<file path="config.mk">
export PLATFORM = sky130hd
export DESIGN_NAME = multicycle_control
export DESIGN_NICKNAME = d
export VERILOG_FILES = /design/src/rtl/multicycle_control.sv
export SDC_FILE = /design/constraint.sdc
export NUM_CORES = 1
export LEC_CHECK = 0
export CAP_MARGIN = 30
export CORE_ASPECT_RATIO = 0.6
export CORE_MARGIN = 1
export CORE_UTILIZATION = 52
export CTS_CLUSTER_DIAMETER = 80
export CTS_CLUSTER_SIZE = 40
export DETAILED_ROUTE_END_ITERATION = 10
export PLACE_DENSITY_LB_ADDON = 0.1
export SLEW_MARGIN = 20
export SYNTH_ARGS = -nofsm -noshare
export SYNTH_HDL_FRONTEND = slang
export SYNTH_SLANG_ARGS = --single-unit
</file>
<file path="constraint.sdc">
create_clock -name clk -period 6.2 [get_ports clk]
set_clock_uncertainty 0.2 [all_clocks]
set_input_delay 1.24 -clock clk [delete_from_list [all_inputs] [get_ports clk]]
set_output_delay 1.24 -clock clk [all_outputs]
set_load 0.005 [all_outputs]
</file>
<file path="src/rtl/multicycle_control.sv">
// multicycle_control
//   Main control FSM of the multicycle MIPS core. It sequences each
//   instruction through fetch, decode, execute, memory and writeback. It
//   decodes the opcode, drives the datapath mux selects and write enables,
//   and supplies ALUOp to the ALU control decoder.
//   Memory accesses handshake on mem_ready. A wait counter bounds how long
//   the FSM may stall in a memory state. When the bound is exceeded the FSM
//   parks in HALT and raises the sticky mem_err flag.
//
// Parameters
//   MEM_TIMEOUT  consecutive not-ready cycles in a memory state before the
//                FSM halts (0 disables the timeout)
//   CNT_W        width of instr_count
//
// Ports
//   clk, rst_n          clock (rising edge), async active-low reset
//   opcode[5:0]         IR[31:26], valid from DECODE onward
//   mem_ready           memory completes the current access this cycle
//   PCWrite             unconditional PC load
//   PCWriteCond         PC load if ALU zero (beq)
//   PCWriteCondNe       PC load if ALU not zero (bne)
//   IorD                memory address select: 0 = PC, 1 = ALUOut
//   MemRead, MemWrite   memory request strobes
//   IRWrite             instruction register load
//   MemtoReg            write-back source: 1 = MDR, 0 = ALUOut
//   RegDst              write register select: 1 = rd, 0 = rt
//   RegWrite            register file write enable
//   ALUSrcA             0 = PC, 1 = reg A
//   ALUSrcB[1:0]        00 = B, 01 = 4, 10 = ext imm, 11 = ext imm << 2
//   ZeroExt             1 = zero-extend immediate (andi)
//   ALUOp[2:0]          000 add, 001 sub, 010 funct, 011 addi, 100 andi
//   PCSource[1:0]       00 = ALU result, 01 = ALUOut, 10 = jump target
//   illegal_op          one-cycle pulse on an unknown opcode
//   mem_err             sticky memory-timeout flag
//   instr_count         retired instruction count (wraps)
//   state[3:0]          current FSM state (debug)
module multicycle_control #(
  parameter int unsigned MEM_TIMEOUT = 255,
  parameter int unsigned CNT_W       = 32
) (
  input  logic             clk,
  input  logic             rst_n,
  input  logic [5:0]       opcode,
  input  logic             mem_ready,
  output logic             PCWrite,
  output logic             PCWriteCond,
  output logic             PCWriteCondNe,
  output logic             IorD,
  output logic             MemRead,
  output logic             MemWrite,
  output logic             IRWrite,
  output logic             MemtoReg,
  output logic             RegDst,
  output logic             RegWrite,
  output logic             ALUSrcA,
  output logic [1:0]       ALUSrcB,
  output logic             ZeroExt,
  output logic [2:0]       ALUOp,
  output logic [1:0]       PCSource,
  output logic             illegal_op,
  output logic             mem_err,
  output logic [CNT_W-1:0] instr_count,
  output logic [3:0]       state
);

  typedef enum logic [3:0] {
    S_FETCH   = 4'd0,
    S_DECODE  = 4'd1,
    S_MEMADR  = 4'd2,
    S_MEMRD   = 4'd3,
    S_MEMWB   = 4'd4,
    S_MEMWR   = 4'd5,
    S_EXEC    = 4'd6,
    S_ALUWB   = 4'd7,
    S_BRANCH  = 4'd8,
    S_ADDIEX  = 4'd9,
    S_ANDIEX  = 4'd10,
    S_IMMWB   = 4'd11,
    S_JUMP    = 4'd12,
    S_ILLEGAL = 4'd13,
    S_HALT    = 4'd14,
    S_RESET   = 4'd15
  } state_t;

  localparam logic [5:0] OP_RTYPE = 6'b000000;
  localparam logic [5:0] OP_J     = 6'b000010;
  localparam logic [5:0] OP_BEQ   = 6'b000100;
  localparam logic [5:0] OP_BNE   = 6'b000101;
  localparam logic [5:0] OP_ADDI  = 6'b001000;
  localparam logic [5:0] OP_ANDI  = 6'b001100;
  localparam logic [5:0] OP_LW    = 6'b100011;
  localparam logic [5:0] OP_SW    = 6'b101011;

  // The counter only ever holds 0..MEM_TIMEOUT-1: the cycle that would reach
  // MEM_TIMEOUT leaves for HALT instead of incrementing.
  localparam int unsigned       WAIT_W    = (MEM_TIMEOUT > 1) ? $clog2(MEM_TIMEOUT) : 1;
  localparam logic [WAIT_W-1:0] WAIT_LAST = WAIT_W'(MEM_TIMEOUT - 1);

  state_t             state_q, state_d;
  logic [WAIT_W-1:0]  wait_q, wait_d;
  logic [CNT_W-1:0]   count_q, count_d;
  logic               err_q, err_d;
  logic               mem_state;
  logic               retire;

  always_ff @(posedge clk or negedge rst_n) begin
    if (!rst_n) begin
      state_q <= S_RESET;
      wait_q  <= '0;
      count_q <= '0;
      err_q   <= 1'b0;
    end else begin
      state_q <= state_d;
      wait_q  <= wait_d;
      count_q <= count_d;
      err_q   <= err_d;
    end
  end

  always_comb begin
    state_d       = state_q;
    wait_d        = '0;
    count_d       = count_q;
    err_d         = err_q;
    mem_state     = 1'b0;
    retire        = 1'b0;
    PCWrite       = 1'b0;
    PCWriteCond   = 1'b0;
    PCWriteCondNe = 1'b0;
    IorD          = 1'b0;
    MemRead       = 1'b0;
    MemWrite      = 1'b0;
    IRWrite       = 1'b0;
    MemtoReg      = 1'b0;
    RegDst        = 1'b0;
    RegWrite      = 1'b0;
    ALUSrcA       = 1'b0;
    ALUSrcB       = 2'b00;
    ZeroExt       = 1'b0;
    ALUOp         = 3'b000;
    PCSource      = 2'b00;
    illegal_op    = 1'b0;

    case (state_q)
      S_RESET: state_d = S_FETCH;

      S_FETCH: begin
        mem_state = 1'b1;
        MemRead   = 1'b1;
        ALUSrcB   = 2'b01;
        IRWrite   = mem_ready;
        PCWrite   = mem_ready;
        if (mem_ready) state_d = S_DECODE;
      end

      S_DECODE: begin
        ALUSrcB = 2'b11;
        case (opcode)
          OP_LW, OP_SW:   state_d = S_MEMADR;
          OP_RTYPE:       state_d = S_EXEC;
          OP_BEQ, OP_BNE: state_d = S_BRANCH;
          OP_ADDI:        state_d = S_ADDIEX;
          OP_ANDI:        state_d = S_ANDIEX;
          OP_J:           state_d = S_JUMP;
          default:        state_d = S_ILLEGAL;
        endcase
      end

      S_MEMADR: begin
        ALUSrcA = 1'b1;
        ALUSrcB = 2'b10;
        state_d = (opcode == OP_LW) ? S_MEMRD : S_MEMWR;
      end

      S_MEMRD: begin
        mem_state = 1'b1;
        MemRead   = 1'b1;
        IorD      = 1'b1;
        if (mem_ready) state_d = S_MEMWB;
      end

      S_MEMWB: begin
        RegWrite = 1'b1;
        MemtoReg = 1'b1;
        retire   = 1'b1;
        state_d  = S_FETCH;
      end

      S_MEMWR: begin
        mem_state = 1'b1;
        MemWrite  = 1'b1;
        IorD      = 1'b1;
        if (mem_ready) begin
          retire  = 1'b1;
          state_d = S_FETCH;
        end
      end

      S_EXEC: begin
        ALUSrcA = 1'b1;
        ALUOp   = 3'b010;
        state_d = S_ALUWB;
      end

      S_ALUWB: begin
        RegWrite = 1'b1;
        RegDst   = 1'b1;
        retire   = 1'b1;
        state_d  = S_FETCH;
      end

      S_BRANCH: begin
        ALUSrcA       = 1'b1;
        ALUOp         = 3'b001;
        PCSource      = 2'b01;
        PCWriteCond   = (opcode == OP_BEQ);
        PCWriteCondNe = (opcode == OP_BNE);
        retire        = 1'b1;
        state_d       = S_FETCH;
      end

      S_ADDIEX: begin
        ALUSrcA = 1'b1;
        ALUSrcB = 2'b10;
        ALUOp   = 3'b011;
        state_d = S_IMMWB;
      end

      S_ANDIEX: begin
        ALUSrcA = 1'b1;
        ALUSrcB = 2'b10;
        ALUOp   = 3'b100;
        ZeroExt = 1'b1;
        state_d = S_IMMWB;
      end

      S_IMMWB: begin
        RegWrite = 1'b1;
        retire   = 1'b1;
        state_d  = S_FETCH;
      end

      S_JUMP: begin
        PCWrite  = 1'b1;
        PCSource = 2'b10;
        retire   = 1'b1;
        state_d  = S_FETCH;
      end

      S_ILLEGAL: begin
        illegal_op = 1'b1;
        state_d    = S_FETCH;
      end

      S_HALT: state_d = S_HALT;

      default: state_d = S_RESET;
    endcase

    // Stall accounting for memory states. A ready cycle leaves the counter at
    // zero (default), so mem_ready on the final allowed cycle beats timeout.
    if (mem_state && !mem_ready) begin
      if ((MEM_TIMEOUT != 0) && (wait_q == WAIT_LAST)) begin
        state_d = S_HALT;
        err_d   = 1'b1;
      end else begin
        wait_d = wait_q + 1'b1;
      end
    end

    if (retire) count_d = count_q + 1'b1;
  end

  assign state       = state_q;
  assign mem_err     = err_q;
  assign instr_count = count_q;

endmodule

</file>
==> implementation parameters <==
Parameter                              Value

Outcome
  Status    completed

Yosys
  Top cell type by total area after synthesis    sky130_fd_sc_hd__dfrtp_1
  Mapped Area    approximately 2500 sq um
  Async set-or-reset flop fraction in the synthesized netlist    100.0%
  Top-area cell type share of the netlist area    41.54%
  Prevailing post-synth register cell    sky130_fd_sc_hd__dfrtp_1
  Net count after synthesis    between 200 and 300
  Warning count from the yosys run    0
  Flop and latch count out of synthesis    45
  Part of the Yosys area used for sequential elements    ~46%
  Synth top area cells    sky130_fd_sc_hd__dfrtp_1, sky130_fd_sc_hd__xnor2_1, sky130_fd_sc_hd__nor2_1
  Number of enable flip-flop cells after synthesis    0
  Gate Count Post-Synth    approximately 260
  Synth unique cells    47
  Average instance area after synthesis    about 9.7 sq um

Power and ir drop
  Part of the total power dissipated in combinational logic    41.9%
  Net switching power figure    roughly 0.38 mW
  Peak supply drop    between 0.2 and 0.3 mV
  Relative contribution of sequential cells to total power    40.0%
  Switching part of the total power    between 30% and 40%
  Final Power    1.054 mW
  Cell area power density    approximately 330 nW/um^2
  Internal power    0.6768 mW
  Static Leak    between 1 and 1.5 nW
  Clock power frac    18.2%

Global routing
  Antenna violations before repair    0
  GR Util met1    a little over a third
  Wire length of the first global-routing pass    ~9200 um
  All-layer global routing usage    a little under a quarter
  Maximum number of pins on one net before global-route repair    34
  Global routing usage on met2    a little under a third
  Via count of the first global-routing pass    between 1,500 and 2,000
  Global route total overflow    0
  Met3 routing resource usage after global routing    under 10%
  GR peak layer    met1

Hold path
  Origin of the worst min-delay path    instr_count[31]
  Worst hold-check path type    reg2reg
  Destination of the worst hold path    instr_count[31]
  Hold Path Stages    1

Die
  Core area    4324 sq um
  Row cnt    18
  Die Width    just over 90 um
  Number of primary I/O pins    between 60 and 70
  Chip height    55.39 um
  Die area    5039 sq um
  Initial core utilization    57.12%

Final layout
  Layout cells sized above 1    under 10%
  Layout area overhead    30.75%
  Count of inserted antenna diode cells    0
  Commonest non-fill, non-tap cell in the layout    sky130_fd_sc_hd__clkdlybuf4s50_1
  Commonest cells after routing, fill and taps aside    sky130_fd_sc_hd__clkdlybuf4s50_1, sky130_fd_sc_hd__dfrtp_1, sky130_fd_sc_hd__nor2_1
  Net count of the finished layout    328

Worst setup path
  Type of element launching the critical path    input port
  Crit Reg-Reg Endpoint    instr_count[26]
  Launch point of the worst reg-to-reg path    state[1]
  Arrival time reported for the critical path endpoint    roughly 3.3 ns
  Maximum fanout encountered on the critical timing path    7
  Reg2reg path depth    5
  Register-to-register path setup slack    roughly 3.7 ns
  Type of destination of the critical path    output pin
  WS Path Type    in2out
  Data required, critical path    4.76 ns

Timing
  Pins Over Slew Limit    0
  Final critical delay including setup and external delays    4.697 ns
  Hold violation count in the final report    0
  Slew HR    between 60% and 70%
  Setup repair after global routing missed its margin    false
  Summed negative setup slack over all endpoints    0 ns
  Post-route setup slack    1.503 ns
  Slew at the pin closest to its max-slew limit    0.5592 ns
  Final period utilization    between 70% and 80%
  Final number of setup-violating endpoints    0
  Maximum achievable frequency    between 200 and 250 MHz

CTS
  Total CTS buffers    5
  Maximum root-to-sink buffer count    2
  Clock tree from TritonCTS    yes
  Post-cts resize count    0
  Count of H-tree levels built during CTS    2
  Clock-pin transition on the worst setup and hold timing paths    0.08 ns
  Number of hold-repair buffers added at the cts stage    0
  Clock Root Buffer    sky130_fd_sc_hd__clkbuf_8
  TritonCTS sink count    45
  Number of setup buffers added after CTS    0
  Later-pin clock latency in the skew report    roughly 0.30 ns

Detailed routing
  Final routed wirelength across all metal layers    5499 um
  Final antenna-violating net count    0
  Starting DRC count in detailed routing    around 140
  Overall via count from detail_route    around 2,100
  Mean routed wirelength per cell    14.59 um
  Residual DRC    0
  Via count normalized by instance count    5.496
  First-pass DRT Iterations    4

Placement
  I/O Buffers    65
  Pre-CTS setup slack    roughly 1.5 ns
  Estimated wirelength of the detail-placed design    slightly above 4000 um
  Final Wtd Congestion    0.8517

Job
  Number of violations of the max-capacitance limit    0
## state kept, by name, summed over array words and instances, names as in the netlist
signal	flops
instr_count	32
wait_q	8
state	4
mem_err	1
## metal layers
metal  vias up  share of wire, %
li1       1002                 -
met1      1006                51
met5         -                 0
met2        59                43
met3         5               5.4
met4         0              0.64
## Yosys cell counts, drive strengths merged, types with 2 or more instances
master and instances:
dfrtp 41, nor2 30, xnor2 26, nand2 20
nand3 16, xor2 14, and3 10, nand4 10
clkbuf 7, inv 7, a21oi 6, nor3 6
o21ai 6, buf 5, nand2b 5, nor4 5
or2 5, dfstp 4, a31oi 3, and2 3
ha 3, mux2 3, and4 2
## power by group through the flow
stage	Combinational, mW	Clock [mW]	Sequential [mW]
finish	0.442	0.191	0.421
floorplan	0.273	0	0.385
CTS	0.441	0.196	0.419
global route	0.481	0.210	0.430
global placement	0.427	0	0.422
detailed placement	0.439	0	0.423
## worst max path at each step
stage	to	cells past startpoint	start	slack (ns)
finish	PCWriteCondNe	5	opcode[1]	1.50
global route	PCWriteCond	5	opcode[3]	1.37
floorplan	PCWriteCond	3	opcode[1]	2.64
detailed placement	PCWriteCond	5	opcode[3]	1.50
global placement	PCWriteCond	5	opcode[3]	1.60
CTS	PCWriteCond	5	opcode[3]	1.50
## cells by family (layout without fill, tap and decap cells)
| logic type | Yosys count | count (layout) | share of synthesized area [%] |
|---|---|---|---|
| AOI/OAI and AO/OA | 25 | 25 | 6.738 |
| xor gates and xnor gates | 40 | 40 | 14.79 |
| adders and majority gates | 3 | 3 | 1.520 |
| buffers and inverters | 19 | 81 | 4.205 |
| DFF | 45 | 45 | 45.80 |
| muxes | 4 | 4 | 1.773 |
| and+or+nand+nor | 119 | 119 | 25.18 |
## per-stage QoR
step	hold WS, ns	area [sq um]	std cells	utilization, %
3_5_place_dp	0.2619	3133	369	72.45
3_3_place_gp	0.2528	3113	368	71.99
2_1_floorplan	0.2536	2470	255	-
6_report	0.2795	3229	377	74.68
5_1_grt	0.2872	3229	377	74.68
4_1_cts	0.2829	3229	377	74.68
## critical path, cell delays in order
cell	delay (ns)
sky130_fd_sc_hd__clkdlybuf4s50_1	0.52
sky130_fd_sc_hd__or4b_1	0.61
sky130_fd_sc_hd__nor4_1	0.23
sky130_fd_sc_hd__and2_1	0.17
sky130_fd_sc_hd__clkdlybuf4s50_1	0.49
## layout make-up
type | instances | area, sq um
tap | 60 | 75.07
clock buffer | 6 | 82.58
fill | 324 | 1095
multi-input combinational | 191 | 1235
inverter | 7 | 26.28
sequential | 45 | 1131
clock inverter | 2 | 13.76
timing repair buffer | 66 | 665.6
No activity file was read; power rests on OpenSTA's default activity.
